==> config.mk <==
export PLATFORM = sky130hd
export DESIGN_NAME = lm32_seq_divider
export DESIGN_NICKNAME = d
export VERILOG_FILES = /design/src/rtl/lm32_seq_divider.sv
export SDC_FILE = /design/constraint.sdc
export NUM_CORES = 1
export LEC_CHECK = 0
export BUFFER_PORTS_ARGS = -buffer_cell sky130_fd_sc_hd__buf_2
export CELL_PAD_IN_SITES_DETAIL_PLACEMENT = 1
export CELL_PAD_IN_SITES_GLOBAL_PLACEMENT = 2
export CORE_UTILIZATION = 33
export DETAILED_ROUTE_END_ITERATION = 6
export PLACE_DENSITY = 0.86
export SLEW_MARGIN = 10
export SYNTH_ARGS = -nofsm -noshare
export SYNTH_HDL_FRONTEND = slang
export SYNTH_SLANG_ARGS = --single-unit
==> constraint.sdc <==
create_clock -name clk_i -period 2.9 [get_ports clk_i]
set_clock_uncertainty 0.15 [all_clocks]
set_input_delay 0.58 -clock clk_i [delete_from_list [all_inputs] [get_ports clk_i]]
set_output_delay 0.58 -clock clk_i [all_outputs]
set_load 0.01 [all_outputs]
==> src/rtl/lm32_seq_divider.sv <==
// Sequential restoring divider: one quotient bit per cycle, signed/unsigned,
// quotient or remainder select, abortable via kill_x.
module lm32_seq_divider #(
  parameter int WIDTH = 32
) (
  input  logic             clk_i,
  input  logic             rst_n_i,
  input  logic             start_x,
  input  logic             sign_x,
  input  logic             rem_x,
  input  logic [WIDTH-1:0] operand_0_x,
  input  logic [WIDTH-1:0] operand_1_x,
  input  logic             kill_x,
  output logic [WIDTH-1:0] result_x,
  output logic             busy_x,
  output logic             done_x,
  output logic             divide_by_zero_x,
  output logic [1:0]       dbg_state_o
);

  localparam int CW = $clog2(WIDTH);

  typedef enum logic [1:0] {
    ST_IDLE   = 2'd0,
    ST_DIVIDE = 2'd1,
    ST_FIX    = 2'd2
  } state_t;

  state_t           state_q, state_d;
  logic [CW-1:0]    cnt_q, cnt_d;
  logic [WIDTH-1:0] rem_q, rem_d;
  logic [WIDTH-1:0] quot_q, quot_d;
  logic [WIDTH-1:0] divisor_q, divisor_d;
  logic [WIDTH-1:0] result_q, result_d;
  logic             sign_q, sign_d;
  logic             rem_sel_q, rem_sel_d;
  logic             neg0_q, neg0_d;
  logic             neg1_q, neg1_d;
  logic             done_q, done_d;
  logic             dbz_q, dbz_d;

  logic             div_zero;
  logic             op0_neg, op1_neg;
  logic [WIDTH-1:0] mag0, mag1;
  logic [WIDTH:0]   shifted, diff;
  logic             borrow;
  logic [WIDTH-1:0] quot_fix, rem_fix;

  assign div_zero = (operand_1_x == '0);
  assign op0_neg  = sign_x & operand_0_x[WIDTH-1];
  assign op1_neg  = sign_x & operand_1_x[WIDTH-1];
  assign mag0     = op0_neg ? (~operand_0_x + 1'b1) : operand_0_x;
  assign mag1     = op1_neg ? (~operand_1_x + 1'b1) : operand_1_x;

  // One restoring step; bit WIDTH of the difference is the borrow.
  assign shifted  = {rem_q, quot_q[WIDTH-1]};
  assign diff     = shifted - {1'b0, divisor_q};
  assign borrow   = diff[WIDTH];

  assign quot_fix = (sign_q & (neg0_q ^ neg1_q)) ? (~quot_q + 1'b1) : quot_q;
  assign rem_fix  = (sign_q & neg0_q) ? (~rem_q + 1'b1) : rem_q;

  always_ff @(posedge clk_i or negedge rst_n_i) begin
    if (!rst_n_i) state_q <= ST_IDLE;
    else          state_q <= state_d;
  end

  always_comb begin
    state_d = state_q;
    if (kill_x) begin
      state_d = ST_IDLE;
    end else begin
      case (state_q)
        ST_IDLE:   if (start_x && !div_zero) state_d = ST_DIVIDE;
        ST_DIVIDE: if (cnt_q == '0) state_d = ST_FIX;
        ST_FIX:    state_d = ST_IDLE;
        default:   state_d = ST_IDLE;
      endcase
    end
  end

  always_comb begin
    cnt_d     = cnt_q;
    rem_d     = rem_q;
    quot_d    = quot_q;
    divisor_d = divisor_q;
    result_d  = result_q;
    sign_d    = sign_q;
    rem_sel_d = rem_sel_q;
    neg0_d    = neg0_q;
    neg1_d    = neg1_q;
    done_d    = 1'b0;
    dbz_d     = 1'b0;
    if (!kill_x) begin
      case (state_q)
        ST_IDLE: begin
          if (start_x && div_zero) begin
            done_d   = 1'b1;
            dbz_d    = 1'b1;
            result_d = '0;
          end else if (start_x) begin
            sign_d    = sign_x;
            rem_sel_d = rem_x;
            neg0_d    = op0_neg;
            neg1_d    = op1_neg;
            quot_d    = mag0;
            divisor_d = mag1;
            rem_d     = '0;
            cnt_d     = CW'(WIDTH - 1);
          end
        end
        ST_DIVIDE: begin
          rem_d  = borrow ? shifted[WIDTH-1:0] : diff[WIDTH-1:0];
          quot_d = {quot_q[WIDTH-2:0], ~borrow};
          cnt_d  = cnt_q - 1'b1;
        end
        ST_FIX: begin
          result_d = rem_sel_q ? rem_fix : quot_fix;
          done_d   = 1'b1;
        end
        default: ;
      endcase
    end
  end

  always_ff @(posedge clk_i or negedge rst_n_i) begin
    if (!rst_n_i) begin
      cnt_q     <= '0;
      rem_q     <= '0;
      quot_q    <= '0;
      divisor_q <= '0;
      result_q  <= '0;
      sign_q    <= 1'b0;
      rem_sel_q <= 1'b0;
      neg0_q    <= 1'b0;
      neg1_q    <= 1'b0;
      done_q    <= 1'b0;
      dbz_q     <= 1'b0;
    end else begin
      cnt_q     <= cnt_d;
      rem_q     <= rem_d;
      quot_q    <= quot_d;
      divisor_q <= divisor_d;
      result_q  <= result_d;
      sign_q    <= sign_d;
      rem_sel_q <= rem_sel_d;
      neg0_q    <= neg0_d;
      neg1_q    <= neg1_d;
      done_q    <= done_d;
      dbz_q     <= dbz_d;
    end
  end

  assign result_x         = result_q;
  assign done_x           = done_q;
  assign divide_by_zero_x = dbz_q;
  assign busy_x           = (state_q == ST_DIVIDE) || (state_q == ST_FIX);
  assign dbg_state_o      = state_q;

endmodule

==> flow_metrics.env, run 1 <==
export IMPL_crit_arrival_ns=3.18
export IMPL_ant_nets=0
export IMPL_hold_viol=0
export IMPL_yosysSeqAreaShare_pct=32.4
export IMPL_synth_area_um2=10900
export IMPL_grt_pass1_vias=12100
export IMPL_synth_seq_cells=141
export IMPL_place_congestion=0.906
export IMPL_overflow=0
export IMPL_port_buffers=106
export IMPL_start_util_pct=33.5
export IMPL_clk_pin_slew_ns=0.07
export IMPL_die_w_um=184
export IMPL_num_fill_cells=3962
export IMPL_clk_insertion_delay_late_ns=0.44
export IMPL_routed_wl_um=39500
export IMPL_area_delta_synth_final_pct=37.5
export IMPL_relSlewSlack_pct=36.7
export IMPL_worst_pin_slew_ns=0.948
export IMPL_cp_max_fo=8
export IMPL_placed_cells=2077
export IMPL_root_buffer="clkbuf_16"
export IMPL_synth_edf_count=0
export IMPL_status="complete, but fails checks"
export IMPL_drv_slew=0
export IMPL_avgRoutedWirePerCell_um=18.6
export IMPL_numCtsBuffers=17
export IMPL_power_density_nw_per_um2=1090
export IMPL_avgSynthCellArea_um2=7.92
export IMPL_drc=0
export IMPL_fin_area_um2=15000
export IMPL_finalWorstSetupSlack_ns=-0.127
export IMPL_ys_flop_type="dfrtp_1"
export IMPL_antenna_found_initial=1
export IMPL_design_die_area_um2=33800
export IMPL_dpl_hpwl_um=28900
export IMPL_power_leakage_nw=6.83
export IMPL_num_vias=11500
export IMPL_clock_sinks=141
export IMPL_required_ns=3.06
export IMPL_synth_cells=1376
export IMPL_cts_tree="done"
export IMPL_synthArstFlopShare_pct=100
export IMPL_violations="setup timing"
export IMPL_criticalPathCategory="flip-flop to flip-flop"
export IMPL_die_height_um=184
export IMPL_worstSetupStartpointType="flip-flop"
export IMPL_cap_violations=0
export IMPL_hold_path_class="input pin to asynchronous set/reset pin"
export IMPL_final_cells=2127
export IMPL_rsz0062_at_grt="yes"
export IMPL_holdWs_ns=0.00609
export IMPL_grt_pass1_wl_um=62400
export IMPL_firstDrtPassIters=5
export IMPL_vdd_ir_drop_max_mv=0.612
export IMPL_rows=66
export IMPL_io_pins=107
export IMPL_fmax_ghz=0.330
export IMPL_synth_cell_types=79
export IMPL_syn_num_nets=1489
export IMPL_finalCritPeriodShare_pct=104
export IMPL_drive_gt1_share_pct=30.2
export IMPL_placed_area_um2=13500
export IMPL_nNetsFinal=1784
export IMPL_via_per_inst=5.42
export IMPL_clockBufferDepth=2
export IMPL_core_area_um2=32500
export IMPL_setup_viol=30
export IMPL_end_kind="flip-flop"
export IMPL_timing_setup_tns_ns=-1.54
export IMPL_grt_max_degree=69
export IMPL_final_util_pct=46.1
export IMPL_power_mw=16.3
export IMPL_h_tree_depth=4
export IMPL_first_iter_violations=494
export IMPL_min_period_ns=3.03
export IMPL_yosysWarnings=0
export IMPL_grtUsageTotal_pct=23.2
export IMPL_pre_cts_ws_ns=-0.391
[synth_stat cells (13+ instances only)]
cell | instances | area, um^2
clkbuf_1 | 46 | 173
nand3_1 | 22 | 110
or3_1 | 18 | 113
nor3_1 | 30 | 150
inv_1 | 58 | 218
mux2i_1 | 25 | 250
dfrtp_1 | 141 | 3530
nor2_1 | 117 | 439
o211ai_1 | 18 | 135
a21o_1 | 18 | 135
xnor2_1 | 81 | 709
ha_1 | 42 | 526
o21ai_1 | 37 | 185
nand2_1 | 174 | 653
o21ai_0 | 128 | 641
xor2_1 | 54 | 473
a21oi_1 | 113 | 566
o31ai_1 | 31 | 233
nor4_1 | 18 | 113
buf_2 | 21 | 105
or4_1 | 13 | 97.6
[where the power goes]
| part | internal, mW | leakage (nW) | switching (mW) |
|---|---|---|---|
| sequential | 2.45 | 1.79 | 0.622 |
| combinational | 5.18 | 4.75 | 5.80 |
| clock | 1.24 | 0.282 | 1.01 |
[cells by family (layout without fill, tap and decap cells)]
group | Yosys count | after routing | share of synthesized area (%)
DFF | 141 | 141 | 32.4
AOI/OAI and AO/OA | 431 | 431 | 24.1
and+or+nand+nor | 458 | 458 | 19.6
other | 0 | 1 | 0
muxes | 30 | 30 | 2.81
adders and majority gates | 43 | 43 | 5.01
xor gates and xnor gates | 135 | 135 | 10.8
buffers and inverters | 138 | 446 | 5.30
[layer usage]
metal	vias to the layer above	GRT usage [%]	wire length [um]	part of all wire (%)
li1	5491	-	-	-
met1	5754	28.2	17000	43
met2	197	41.7	20300	51
met3	76	2.22	865	2.2
met4	0	9.67	1380	3.5
met5	-	0	0	0
[critical path, stage by stage, from the launching register on]
cell and delay (ns):
dfrtp_2 0.45, ha_4 0.18, fa_2 0.41, nor2b_4 0.15, o2111ai_2 0.13, a21o_1 0.24, nand2_2 0.13, a2111o_1 0.17
o311a_4 0.28, buf_12 0.15, buf_4 0.13, mux2i_4 0.23, o22ai_2 0.09
[placed cells by master, fill, tap and decap left out, types with 9 or more instances in the layout]
cell type  Yosys  final
o31ai_1       31     25
nand4_1        9      9
or3_1         18     16
buf_2         21    105
o211ai_1      18     18
buf_4          6    232
nor4_1        18     14
clkbuf_16      0     18
nand2b_1      11     10
a21o_1        18     17
xor2_1        54     54
o21ai_0      128     87
a21oi_1      113    107
nand3_1       22     20
ha_1          42     32
mux2i_1       25     23
xnor2_1       81     80
dfrtp_1      141    138
nand2_1      174    172
nor2_1       117    116
o21ai_1       37     74
nor3_1        30     28
inv_1         58     52
ha_4           0      9
[layout make-up]
class / count / area [um^2] / area share (%)
sequential: 141 / 3530 / 23.6
inverter: 58 / 218 / 1.45
multi-input combinational: 1097 / 7510 / 50.1
tap: 442 / 553 / 3.69
antenna: 1 / 2.50 / 0.0167
timing repair buffer: 356 / 2580 / 17.2
clock buffer: 18 / 439 / 2.93
clock inverter: 14 / 150 / 1.00
[repair_timing]
item                                    4_1_cts  5_1_grt
gates cloned                                  1        1
hold buffers                                  0        0
pin swaps                                    25       28
endpoints found under the setup margin       36       50
buffers inserted                             11        8
resized for setup                            70       73
[sequential cells by signal, indices dropped and copies added (netlist names)]
signal	flops
cnt_q	5
dbg_state_o	2
divide_by_zero_x	1
divisor_q	32
done_x	1
neg0_q	1
neg1_q	1
quot_q	32
rem_q	32
rem_sel_q	1
result_x	32
sign_q	1
[path summary, 6_finish.rpt]
path	start	end	slack, ns	depth (start not counted)
worst min-delay path	rst_n_i	rem_q[3]$_DFFE_PN0P_	0.006	1
worst min register to register	divisor_q[24]$_DFFE_PN0P_	divisor_q[24]$_DFFE_PN0P_	0.33	2
max in group asynchronous	rst_n_i	quot_q[13]$_DFFE_PN0P_	1.89	2
worst max-delay path	divisor_q[0]$_DFFE_PN0P_	rem_q[6]$_DFFE_PN0P_	-0.13	12
min in group clk_i	operand_1_x[31]	divisor_q[31]$_DFFE_PN0P_	0.27	3
worst max register to register	divisor_q[0]$_DFFE_PN0P_	rem_q[6]$_DFFE_PN0P_	-0.13	12
(Power assumes the default switching activity.)
==> inputs of run 2 (changes only) <==
--- a/config.mk
+++ b/config.mk
@@ -9,6 +9,7 @@
 export CELL_PAD_IN_SITES_DETAIL_PLACEMENT = 1
 export CELL_PAD_IN_SITES_GLOBAL_PLACEMENT = 2
 export CORE_UTILIZATION = 33
+export CTS_BUF_LIST = sky130_fd_sc_hd__clkbuf_16
 export DETAILED_ROUTE_END_ITERATION = 6
 export PLACE_DENSITY = 0.86
 export SLEW_MARGIN = 10
==> run 2 against run 1 <==
Compared with the run above: the run still ends with setup timing left; critical path depth stayed put; combinational power hardly changed; sequential power hardly changed; worst setup slack worse by 0.0029 ns; fmax hardly changed; critical path type unchanged; largest power group unchanged; highest routed layer unchanged.
==> flow_metrics.env, run 2 (synthesis results as in run 1) <==
export IMPL_highest_layer="met4"
export IMPL_violations="setup timing"
export IMPL_rsz0062_at_grt="yes"
export IMPL_finalCritPeriodShare_pct=104
export IMPL_status="complete, but fails checks"
export IMPL_p_comb_share_pct=67.3
export IMPL_sw_frac_of_total_pct=45.5
export IMPL_numCtsBuffers=17
export IMPL_worstSetupStartpointType="flip-flop"
export IMPL_io_pins=107
export IMPL_place_congestion=0.906
export IMPL_worst_pin_slew_ns=0.901
export IMPL_clk_insertion_delay_late_ns=0.44
export IMPL_met3_length_um=778
export IMPL_area_delta_synth_final_pct=37.4
export IMPL_drive_gt1_share_pct=30.2
export IMPL_grt_max_degree=69
export IMPL_drv_slew=0
export IMPL_placed_area_um2=13500
export IMPL_drc=0
export IMPL_cp_max_fo=8
export IMPL_required_ns=3.06
export IMPL_port_buffers=106
export IMPL_layout_cells_most_common_list="buf_4 (233), nand2_1 (171), dfrtp_1 (138), nor2_1 (116), a21oi_1 (107)"
export IMPL_p_clk_share_pct=13.8
export IMPL_hold_path_class="input pin to asynchronous set/reset pin"
export IMPL_crit_chain="ha_4 > fa_2 > nor2b_4 > o2111ai_2 > a21o_1 > nand2_2 > a2111o_1 > o311a_4 > buf_12 > buf_4 > mux2i_4 > o22ai_2"
export IMPL_ant_nets=0
export IMPL_avgRoutedWirePerCell_um=18.3
export IMPL_h_tree_depth=4
export IMPL_hold_viol=0
export IMPL_design_die_area_um2=33800
export IMPL_die_w_um=184
export IMPL_min_period_ns=3.03
export IMPL_clk_pin_slew_ns=0.07
export IMPL_fmax_ghz=0.330
export IMPL_criticalPathCategory="flip-flop to flip-flop"
export IMPL_power_mw=16.2
export IMPL_multi_input_area_um2=7510
export IMPL_first_iter_violations=500
export IMPL_power_density_nw_per_um2=1080
export IMPL_fin_area_um2=15000
export IMPL_setup_viol=30
export IMPL_rows=66
export IMPL_root_buffer="clkbuf_16"
export IMPL_switchingPower_mw=7.38
export IMPL_vdd_ir_drop_max_mv=0.615
export IMPL_end_kind="flip-flop"
export IMPL_routed_wl_um=39000
export IMPL_nNetsFinal=1784
export IMPL_cts_tree="done"
export IMPL_cpPeakStageDelay_ns=0.45
export IMPL_cts_hold_buf=0
export IMPL_finalWorstSetupSlack_ns=-0.130
export IMPL_grt_pass1_wl_um=62100
export IMPL_grtUsageTotal_pct=23.1
export IMPL_core_area_um2=32500
export IMPL_power_frac_seq_pct=18.9
export IMPL_num_vias=11500
export IMPL_overflow=0
export IMPL_dpl_hpwl_um=28900
export IMPL_die_height_um=184
export IMPL_crit_slowest_cell="dfrtp_2"
export IMPL_crit_arrival_ns=3.19
export IMPL_start_util_pct=33.5
export IMPL_regArea_um2=3530
export IMPL_grt_pass1_vias=12100
export IMPL_clock_sinks=141
export IMPL_via_per_inst=5.40
export IMPL_clockBufferDepth=2
export IMPL_relSlewSlack_pct=39.9
export IMPL_firstDrtPassIters=5
export IMPL_cellInternalPower_mw=8.84
export IMPL_antenna_found_initial=1
export IMPL_met1_length_um=17000
export IMPL_cap_violations=0
export IMPL_final_common_cell="buf_4"
export IMPL_route_met2_wl_um=19900
export IMPL_num_fill_cells=3963
export IMPL_power_leakage_nw=6.82
export IMPL_final_util_pct=46.0
[run 2: cell count changes in the layout (fill, tap and decap cells not counted), sizes merged]
cell	previous run	this run
clkinv	2	3
clkbuf	19	18
[run 2: power by group through the flow]
stage,registers [mW],logic [mW],clock network (mW)
3_3_place_gp,3.04,8.55,0
2_1_floorplan,2.95,5.26,0
3_5_place_dp,3.07,8.85,0
4_1_cts,3.05,9.76,2.25
5_1_grt,3.13,11.8,2.33
6_report,3.07,10.9,2.23
[run 2: worst max-delay path, delay by kind of cell (launching register included)]
kind            cells  cell delay, ns
buf+inv             2            0.28
flops               1            0.45
mux                 1            0.23
simple gates        2            0.27
fa+ha+maj           2            0.59
compound gates      5            0.90
[run 2: layout make-up]
type	instances	area share, %
antenna	1	0.0167
sequential	141	23.6
timing repair buffer	356	17.2
inverter	58	1.45
clock inverter	15	1.03
clock buffer	17	2.84
multi-input combinational	1097	50.1
tap	442	3.69
[run 2: repair_timing]
item	in CTS	in global routing
pin swaps	25	29
gates resized for setup	70	73
cloned	1	1
buffers inserted	11	8
endpoints found under the hold margin	0	0
setup endpoints to repair	36	50
[run 2: path summary, 6_finish.rpt]
| check | start | to | slack (ns) | cells past startpoint |
|---|---|---|---|---|
| setup / recovery | divisor_q[0]$_DFFE_PN0P_ | rem_q[6]$_DFFE_PN0P_ | -0.13 | 12 |
| hold / removal | rst_n_i | rem_q[3]$_DFFE_PN0P_ | 0.002 | 1 |
| setup reg to reg | divisor_q[0]$_DFFE_PN0P_ | rem_q[6]$_DFFE_PN0P_ | -0.13 | 12 |
| hold reg to reg | divisor_q[24]$_DFFE_PN0P_ | divisor_q[24]$_DFFE_PN0P_ | 0.33 | 2 |
| max in group asynchronous | rst_n_i | quot_q[12]$_DFFE_PN0P_ | 1.90 | 2 |
| min in group clk_i | rem_x | rem_sel_q$_DFFE_PN0P_ | 0.26 | 2 |
[run 2: layer usage]
metal | GRT usage [%] | vias to the layer above
met3 | 2.20 | 74
li1 | - | 5487
met1 | 28.1 | 5739
met4 | 9.23 | 0
met2 | 41.7 | 190
met5 | 0 | -
[run 2: per-stage QoR]
step / TNS [ns] / instances / hold WS, ns / setup WS, ns
final: -1.63 / 2127 / 0.00165 / -0.130
after global placement: -30.96 / 2077 / 0.309 / -0.339
after floorplan: -2.43 / 1376 / 0.134 / -0.0790
after detailed placement: -36.13 / 2077 / 0.321 / -0.391
after global routing: -4.67 / 2127 / 0.0561 / -0.214
after CTS: -0.823 / 2120 / 0.0394 / -0.120
==> inputs of run 3 (changes only) <==
--- a/config.mk
+++ b/config.mk
@@ -6,9 +6,7 @@
 export NUM_CORES = 1
 export LEC_CHECK = 0
 export BUFFER_PORTS_ARGS = -buffer_cell sky130_fd_sc_hd__buf_2
-export CELL_PAD_IN_SITES_DETAIL_PLACEMENT = 1
-export CELL_PAD_IN_SITES_GLOBAL_PLACEMENT = 2
-export CORE_UTILIZATION = 33
+export CORE_UTILIZATION = 55
 export CTS_BUF_LIST = sky130_fd_sc_hd__clkbuf_16
 export DETAILED_ROUTE_END_ITERATION = 6
 export PLACE_DENSITY = 0.86
==> run 3 against run 2 <==
Compared with the run above: core utilization rose by 28 points; count of clock-buffer cells in the layout did not move; flip-flop and latch count is the same; non-clock buffer count shrank 40; fmax shrank 10%; the run ends with DRC, setup timing left; wire length grew 10%; critical path depth shrank 3; register-to-register slack got worse by 0.34 ns; die area fell by 40%; worst setup slack lost 0.34 ns.
==> flow_metrics.env, run 3 (synthesis results as in run 1) <==
export IMPL_status="complete, but fails checks"
export IMPL_violations="DRC, setup timing"
export IMPL_rows=51
export IMPL_design_die_area_um2=20400
export IMPL_num_fill_cells=1129
export IMPL_grt_pass1_wl_um=58500
export IMPL_antenna_found_initial=0
export IMPL_overflow=0
export IMPL_dpl_hpwl_um=23700
export IMPL_area_delta_synth_final_pct=31.6
export IMPL_numCtsBuffers=17
export IMPL_regArea_um2=3540
export IMPL_drive_gt1_share_pct=27.9
export IMPL_crit_arrival_ns=3.53
export IMPL_die_height_um=143
export IMPL_cp_max_fo=8
export IMPL_die_w_um=143
export IMPL_place_congestion=0.966
export IMPL_firstDrtPassIters=7
export IMPL_power_leakage_nw=6.63
export IMPL_relSlewSlack_pct=34.4
export IMPL_criticalPathCategory="flip-flop to flip-flop"
export IMPL_hold_viol=0
export IMPL_nNetsFinal=1744
export IMPL_power_density_nw_per_um2=1150
export IMPL_cts_tree="done"
export IMPL_grt_pass1_vias=11500
export IMPL_grtUsageTotal_pct=37.3
export IMPL_clock_sinks=141
export IMPL_pre_cts_ws_ns=-0.312
export IMPL_avgRoutedWirePerCell_um=22.6
export IMPL_multi_input_area_um2=7390
export IMPL_reg2reg_from="rem_q[7]$_DFFE_PN0P_"
export IMPL_core_area_um2=19500
export IMPL_worst_pin_slew_ns=0.983
export IMPL_worstRegToRegCells=9
export IMPL_routed_wl_um=43100
export IMPL_port_buffers=106
export IMPL_ant_nets=0
export IMPL_clk_insertion_delay_late_ns=0.45
export IMPL_finalCritPeriodShare_pct=116
export IMPL_io_pins=107
export IMPL_grt_max_degree=79
export IMPL_root_buffer="clkbuf_16"
export IMPL_vdd_ir_drop_max_mv=0.813
export IMPL_fmax_ghz=0.297
export IMPL_via_per_inst=6.85
export IMPL_rsz0062_at_grt="yes"
export IMPL_end_kind="flip-flop"
export IMPL_clockBufferDepth=2
export IMPL_min_period_ns=3.37
export IMPL_reg2reg_setup_slack_ns=-0.47
export IMPL_rr_endpoint="rem_q[23]$_DFFE_PN0P_"
export IMPL_power_mw=16.6
export IMPL_fin_area_um2=14300
export IMPL_layout_cells_most_common_list="buf_4 (193), nand2_1 (170), dfrtp_1 (135), nor2_1 (116), a21oi_1 (106)"
export IMPL_start_util_pct=56.0
export IMPL_drv_slew=0
export IMPL_drc=18
export IMPL_worstSetupStartpointType="flip-flop"
export IMPL_setup_viol=39
export IMPL_final_common_cell="buf_4"
export IMPL_clk_pin_slew_ns=0.08
export IMPL_first_iter_violations=2147
export IMPL_placed_area_um2=13000
export IMPL_final_util_pct=73.7
export IMPL_timing_setup_tns_ns=-11.02
export IMPL_antennaDiodeCount=0
export IMPL_finalWorstSetupSlack_ns=-0.468
export IMPL_num_vias=13100
export IMPL_cap_violations=0
export IMPL_hold_path_class="input pin to asynchronous set/reset pin"
export IMPL_h_tree_depth=4
export IMPL_required_ns=3.06
[run 3: changes by cell type in the layout (fill, tap and decap cells not counted), sizes merged]
cell,delta
diode,-1
clkinv,+3
inv,-2
clkinvlp,-2
bufinv,+1
buf,-40
[run 3: power breakdown]
part | internal (mW) | leakage, nW | switching (mW)
clock network | 1.28 | 0.287 | 0.978
logic | 4.77 | 4.56 | 6.32
registers | 2.46 | 1.78 | 0.760
total | 8.50 | 6.63 | 8.06
[run 3: critical path, stage by stage, from the launching register on]
cell and delay (ns):
dfrtp_1 0.41, ha_1 0.39, and4_1 0.31, a221oi_4 0.42
nand2_2 0.18, a2111o_1 0.46, o311a_4 0.19, buf_12 0.17
buf_12 0.15, o31ai_1 0.40
[run 3: cell type report]
class | instances | share of cell area [%]
Tap cell | 265 | 2.31
Multi-Input combinational cell | 1097 | 51.5
Sequential cell | 141 | 24.6
Inverter | 58 | 1.52
Timing Repair Buffer | 316 | 15.9
Clock inverter | 15 | 1.12
Clock buffer | 17 | 2.97
[run 3: repair_timing]
item / CTS / global route
pin swaps: 21 / 28
resized for setup: 48 / 73
gates cloned: 2 / 1
hold buffers: 0 / 0
endpoints found under the setup margin: 38 / 45
buffers inserted: 7 / 10
[run 3: per-stage QoR]
stage	hold WS [ns]	cells
floorplan	0.134	1376
global placement	0.304	1859
detailed placement	0.321	1859
CTS	0.0576	1900
global route	0.0787	1909
finish	0.00753	1909
[run 3: how the worst max path moves through the flow]
stage / from / endpoint / slack [ns]
after floorplan: operand_1_x[26] / rem_q[1]$_DFFE_PN0P_ / -0.08
after global placement: operand_1_x[26] / rem_q[14]$_DFFE_PN0P_ / -0.27
after detailed placement: operand_1_x[26] / rem_q[1]$_DFFE_PN0P_ / -0.31
after CTS: quot_q[31]$_DFFE_PN0P_ / rem_q[15]$_DFFE_PN0P_ / -0.09
after global routing: divisor_q[1]$_DFFE_PN0P_ / rem_q[23]$_DFFE_PN0P_ / -0.45
final: rem_q[7]$_DFFE_PN0P_ / rem_q[23]$_DFFE_PN0P_ / -0.47
[run 3: routing by layer]
layer	up-vias	GRT usage, %	part of all wire [%]
met5	-	0	0
met4	0	21.6	8.1
met3	393	7.18	12
met2	1169	61.4	45
met1	6079	45.7	35
li1	5427	-	-
